[src/rtl/inter_pred_chroma_pipe.sv]
// Three-stage stallable chroma bilinear interpolator: weights -> products -> round/shift.
// Optional bi-prediction averaging of pass-0/pass-1 beats under `CHROMA_BIPRED_AVG_EN.
module inter_pred_chroma_pipe #(
  parameter int BIT_DEPTH = 8,
  parameter int FRAC_BITS = 3,
  parameter int LANES     = 4
) (
  input  logic                           clk,
  input  logic                           reset_n,
  input  logic                           in_valid,
  output logic                           in_ready,
  input  logic [FRAC_BITS-1:0]           in_xfrac,
  input  logic [FRAC_BITS-1:0]           in_yfrac,
  input  logic [(LANES+1)*BIT_DEPTH-1:0] in_row0,
  input  logic [(LANES+1)*BIT_DEPTH-1:0] in_row1,
  input  logic                           in_bipred,
  input  logic                           in_pass,
  output logic                           out_valid,
  input  logic                           out_ready,
  output logic [LANES*BIT_DEPTH-1:0]     out_pix,
  output logic                           out_err
);
  localparam int S     = 1 << FRAC_BITS;
  localparam int WW    = 2 * FRAC_BITS + 1;
  localparam int PW    = BIT_DEPTH + WW;
  localparam int SH    = 2 * FRAC_BITS;
  localparam int ROW_W = (LANES + 1) * BIT_DEPTH;
  localparam int PIX_W = LANES * BIT_DEPTH;

  // Valid/ready: a beat moves on clk when valid && ready; the whole pipe
  // freezes while the output beat is offered but refused (no skid buffer).
  logic stall, adv;
  assign stall    = out_valid && !out_ready;
  assign adv      = !stall;
  assign in_ready = adv;

  logic [WW-1:0] xf, yf, xi, yi;
  logic [WW-1:0] w_in [4];
  assign xf = WW'(in_xfrac);
  assign yf = WW'(in_yfrac);
  assign xi = WW'(S) - xf;
  assign yi = WW'(S) - yf;
  assign w_in[0] = xi * yi;
  assign w_in[1] = xf * yi;
  assign w_in[2] = xi * yf;
  assign w_in[3] = xf * yf;

  logic             s1_valid, s1_bip, s1_pass;
  logic [WW-1:0]    s1_w [4];
  logic [ROW_W-1:0] s1_row0, s1_row1;
  logic             s2_valid, s2_bip, s2_pass;
  logic [PW-1:0]    s2_prod [LANES][4];
  logic             s3_valid, s3_bip, s3_pass;
  logic [PIX_W-1:0] s3_pix;

  logic [PW-1:0]    prod [LANES][4];
  logic [PIX_W-1:0] pix_next;

  always_comb begin
    for (int j = 0; j < LANES; j++) begin
      prod[j][0] = PW'(s1_w[0]) * PW'(s1_row0[j*BIT_DEPTH +: BIT_DEPTH]);
      prod[j][1] = PW'(s1_w[1]) * PW'(s1_row0[(j+1)*BIT_DEPTH +: BIT_DEPTH]);
      prod[j][2] = PW'(s1_w[2]) * PW'(s1_row1[j*BIT_DEPTH +: BIT_DEPTH]);
      prod[j][3] = PW'(s1_w[3]) * PW'(s1_row1[(j+1)*BIT_DEPTH +: BIT_DEPTH]);
    end
  end

  // The weights sum to S*S, so the rounded sum never exceeds the largest sample.
  always_comb begin
    pix_next = '0;
    for (int j = 0; j < LANES; j++) begin
      logic [PW-1:0] acc;
      acc = s2_prod[j][0] + s2_prod[j][1] + s2_prod[j][2] + s2_prod[j][3]
            + PW'(1 << (SH - 1));
      pix_next[j*BIT_DEPTH +: BIT_DEPTH] = acc[SH +: BIT_DEPTH];
    end
  end

  always_ff @(posedge clk or negedge reset_n) begin
    if (!reset_n) begin
      s1_valid <= 1'b0; s1_bip <= 1'b0; s1_pass <= 1'b0;
      s1_row0  <= '0;   s1_row1 <= '0;
      for (int k = 0; k < 4; k++) s1_w[k] <= '0;
      s2_valid <= 1'b0; s2_bip <= 1'b0; s2_pass <= 1'b0;
      for (int j = 0; j < LANES; j++)
        for (int k = 0; k < 4; k++) s2_prod[j][k] <= '0;
      s3_valid <= 1'b0; s3_bip <= 1'b0; s3_pass <= 1'b0;
      s3_pix   <= '0;
    end else if (adv) begin
      s1_valid <= in_valid;
      s1_bip   <= in_bipred;
      s1_pass  <= in_pass;
      s1_row0  <= in_row0;
      s1_row1  <= in_row1;
      for (int k = 0; k < 4; k++) s1_w[k] <= w_in[k];
      s2_valid <= s1_valid;
      s2_bip   <= s1_bip;
      s2_pass  <= s1_pass;
      s2_prod  <= prod;
      s3_valid <= s2_valid;
      s3_bip   <= s2_bip;
      s3_pass  <= s2_pass;
      s3_pix   <= pix_next;
    end
  end

`ifdef CHROMA_BIPRED_AVG_EN
  logic [PIX_W-1:0] hold;
  logic             hold_valid;
  logic             s3_first, s3_second;
  logic [PIX_W-1:0] avg_pix;

  assign s3_first  = s3_valid && s3_bip && !s3_pass;
  assign s3_second = s3_valid && s3_bip && s3_pass;
  // A pass-0 bipred beat is never offered downstream, so it cannot stall.
  assign out_valid = s3_valid && !s3_first;
  assign out_err   = s3_second && !hold_valid;

  always_ff @(posedge clk or negedge reset_n) begin
    if (!reset_n) begin
      hold       <= '0;
      hold_valid <= 1'b0;
    end else if (s3_first) begin
      hold       <= s3_pix;
      hold_valid <= 1'b1;
    end else if (s3_second && out_ready) begin
      hold_valid <= 1'b0;
    end
  end

  always_comb begin
    avg_pix = '0;
    for (int j = 0; j < LANES; j++) begin
      logic [BIT_DEPTH:0] t;
      t = {1'b0, hold[j*BIT_DEPTH +: BIT_DEPTH]}
          + {1'b0, s3_pix[j*BIT_DEPTH +: BIT_DEPTH]} + 1'b1;
      avg_pix[j*BIT_DEPTH +: BIT_DEPTH] = t[BIT_DEPTH:1];
    end
  end

  assign out_pix = (s3_second && hold_valid) ? avg_pix : s3_pix;
`else
  logic unused_bipred;
  assign unused_bipred = ^{s3_bip, s3_pass};
  assign out_valid     = s3_valid;
  assign out_err       = 1'b0;
  assign out_pix       = s3_pix;
`endif

endmodule

[config.mk]
export PLATFORM = sky130hd
export DESIGN_NAME = inter_pred_chroma_pipe
export DESIGN_NICKNAME = d
export VERILOG_FILES = /design/src/rtl/inter_pred_chroma_pipe.sv
export SDC_FILE = /design/constraint.sdc
export NUM_CORES = 2
export LEC_CHECK = 0
export BUFFER_PORTS_ARGS = -buffer_cell sky130_fd_sc_hd__buf_2
export CAP_MARGIN = 20
export CORE_UTILIZATION = 50
export CTS_CLUSTER_SIZE = 8
export DETAILED_ROUTE_END_ITERATION = 6
export PLACE_DENSITY = 0.66
export SLEW_MARGIN = 30
export SYNTH_ARGS = -nofsm -noshare
export SYNTH_HDL_FRONTEND = slang
export SYNTH_SLANG_ARGS = --single-unit
[constraint.sdc]
create_clock -name clk -period 7.3 [get_ports clk]
set_clock_uncertainty 0.05 [all_clocks]
set_input_delay 0.73 -clock clk [delete_from_list [all_inputs] [get_ports clk]]
set_output_delay 0.73 -clock clk [all_outputs]
set_load 0.01 [all_outputs]
==> results.md <==
* Num rows at 110
* Syn Area/Cell at 9.29 µm²
* IO Port Bufs at 123
* Worst-case reg-to-reg path depth at 15
* Seq/Total Area, Yosys at 19.4%
* TritonCTS buffer count at 52
* DRC at 0
* Pin count of the biggest net entering global routing at 152
* Post-CTS setup buffer count at 0
* Period Utilization, post-route at 70.9%
* Sink Count at 357
* DIE HEIGHT at 306 µm
* Max clock buf depth at 3
* Footprint of the multi-input gates at 34300 µm²
* Wire length per cell at 17.0 µm
* Antenna violations before repair at 3
* Resized cells post-CTS at 0
* RSZ-0062 raised after global routing: no
* Skew-Pair Late Insertion Delay at 0.62 ns
* Flop2flop setup slack at 2.12 ns
* H-tree levels at 2
* Root Buffer: clkbuf_16
* Worst min path class: input port to async pin
* Slew headroom at 33.6%
* Top post-synthesis cells by area: fa_1 (23%), dfrtp_1 (19%), ha_1 (17%)
* Fraction of layout cells with a size suffix above 1 at 5.53%
* Seq cells post-synth at 357
* Maximum fanout along the worst path at 23
* Routed Antenna Nets at 0
* Main synth FF type: dfrtp_1
* Status: completed
* Fin crit period at 5.18 ns
* CP arrival at 5.64 ns
* Synth area leader: fa_1
* FF/Latch Area at 8940 µm²
* Global-route wire length before repair at 177 mm
* Startpoint types: flip-flop
* Synth Warn # at 0
* Total die area at 93400 µm²
* I/O Pins at 127
* Pre-CTS WS at 2.09 ns
* Top cell type's share of synthesized area at 23.3%
* Post-synth EDFFs at 0
* Worst Setup Slack, final at 2.12 ns
* Max cap viols at 0
* 1st-iter DRT viols at 1390
* Vias in the first global route at 35100
* DP HPWL at 80.1 mm
* Launch point of the worst reg-to-reg path: s1_w[22]
* P&R area growth vs syn at 6.48%
* CTS Hold Bufs at 0
* Filler cell count at 8280
* Slew Viols, Final at 0
* Final hold violation count at 0
* Ys async rst share at 100%
* Clk slew on worst S/H paths at 0.06 ns
* Core area at 90700 µm²
* TritonRoute pass-1 iters at 7
* Nets at 6222
* Distinct cells, synth at 65
* CP Data Required Time at 7.76 ns
* Reg-to-reg critical path endpoint: s2_prod[178]
* Cells after Synth at 4960
* Crit path kind: flip-flop to flip-flop
* GR Util All Layers at 23.3%
* Least-Margin Pin Slew at 0.996 ns
* Max frequency at 193 MHz
* Routed vias/inst at 5.41
* Grt ovf at 0
* CTS tree: done
* WL final at 105 mm
* Synth Net Count at 6224
* Die width at 306 µm
* Mapped cell area at 46100 µm²
* Routability cong. at 0.872
* Initial Utilization at 50.8%
* Capturing element type of the critical path: flip-flop
* Via Count at 33300
* Setup-failing EPs final at 0
* Setup TNS at 0 ns
## cells by family (layout without fill, tap and decap cells)
| kind of cell | Yosys count | after routing | synth area share [%] |
|---|---|---|---|
| simple gates | 1748 | 1748 | 19.4 |
| fa+ha+maj | 1172 | 1172 | 40.6 |
| buf+inv | 753 | 767 | 6.25 |
| compound gates | 720 | 720 | 10.4 |
| flops | 357 | 357 | 19.4 |
| xor+xnor | 209 | 209 | 3.97 |
| other cells | 1 | 3 | 0.00814 |
## metrics by stage
stage	hold WS (ns)	area, µm²	instances	util, %
after floorplan	0.380	46100	4960	-
after global placement	0.395	47600	6080	52.5
after detailed placement	0.398	47600	6080	52.5
after CTS	0.121	49000	6150	54.1
after global routing	0.175	49000	6150	54.1
final	0.0989	49100	6152	54.1
## synth_stat cells (all sizes together), types with 21 or more instances
cell	n
o21bai	31
inv	535
nand3	26
xor2	81
nand3b	37
nor3	52
buf	53
nor2	184
xnor2	128
a21oi	204
ha	635
clkbuf	165
o21ai	158
a21o	96
nor3b	21
and2	722
dfrtp	357
a211oi	61
nand2	628
fa	537
o21a	44
## flip-flops by register name, indices dropped and copies added (netlist names)
register	count
s2_prod	218
s1_row0	40
s1_w	24
out_pix	32
out_valid	1
s2_valid	1
s1_row1	40
s1_valid	1
## layout by cell type (no fill, tap or decap), drive strengths merged, types with 31 or more instances in the layout
cell | Yosys | layout
inv | 535 | 535
a21o | 96 | 96
buf | 53 | 162
nand2 | 628 | 628
dfrtp | 357 | 357
a21oi | 204 | 204
o21ai | 158 | 158
xor2 | 81 | 81
nor3 | 52 | 52
and2 | 722 | 722
a211oi | 61 | 61
ha | 635 | 635
nand3b | 37 | 37
clkbuf | 165 | 68
xnor2 | 128 | 128
o21bai | 31 | 31
o21a | 44 | 44
nor2 | 184 | 184
fa | 537 | 537
## critical path, cell delays in order, from the launching register on
cell	delay, ns
dfrtp_1	0.99
buf_4	0.32
and2_1	0.17
fa_1	0.42
fa_1	0.53
fa_1	0.50
inv_1	0.05
fa_1	0.47
inv_1	0.04
ha_1	0.34
o21a_1	0.14
nor2_1	0.04
a211oi_1	0.44
nor3_2	0.12
o211a_1	0.23
a211oi_1	0.21
## how the worst max path moves through the flow
stage / startpoint / to / cells after the start
2_1_floorplan: s1_w[13] / s2_prod[208] / 17
3_3_place_gp: s1_w[11] / s2_prod[88] / 16
3_5_place_dp: s1_w[22] / s2_prod[178] / 15
4_1_cts: s1_w[22] / s2_prod[178] / 15
5_1_grt: s1_w[22] / s2_prod[178] / 15
6_report: s1_w[22] / s2_prod[178] / 15
## per-layer routing
layer	wire length, µm	global-route usage, %
met3	3090	2.69
met1	45100	28.6
met5	7	0
met4	3060	6.74
met2	53500	42.8
## cell type report
cell class | count | area share [%]
Clock buffer | 68 | 2.84
Tap cell | 1176 | 3.00
Multi-Input combinational cell | 3850 | 69.9
Timing Repair Buffer | 162 | 1.95
Sequential cell | 357 | 18.2
Inverter | 535 | 4.11
Clock inverter | 2 | 0.0204
Antenna cell | 2 | 0.0102
Power is not shown: default switching activity piles up to over one toggle a cycle in this logic, so the estimate is an artifact.
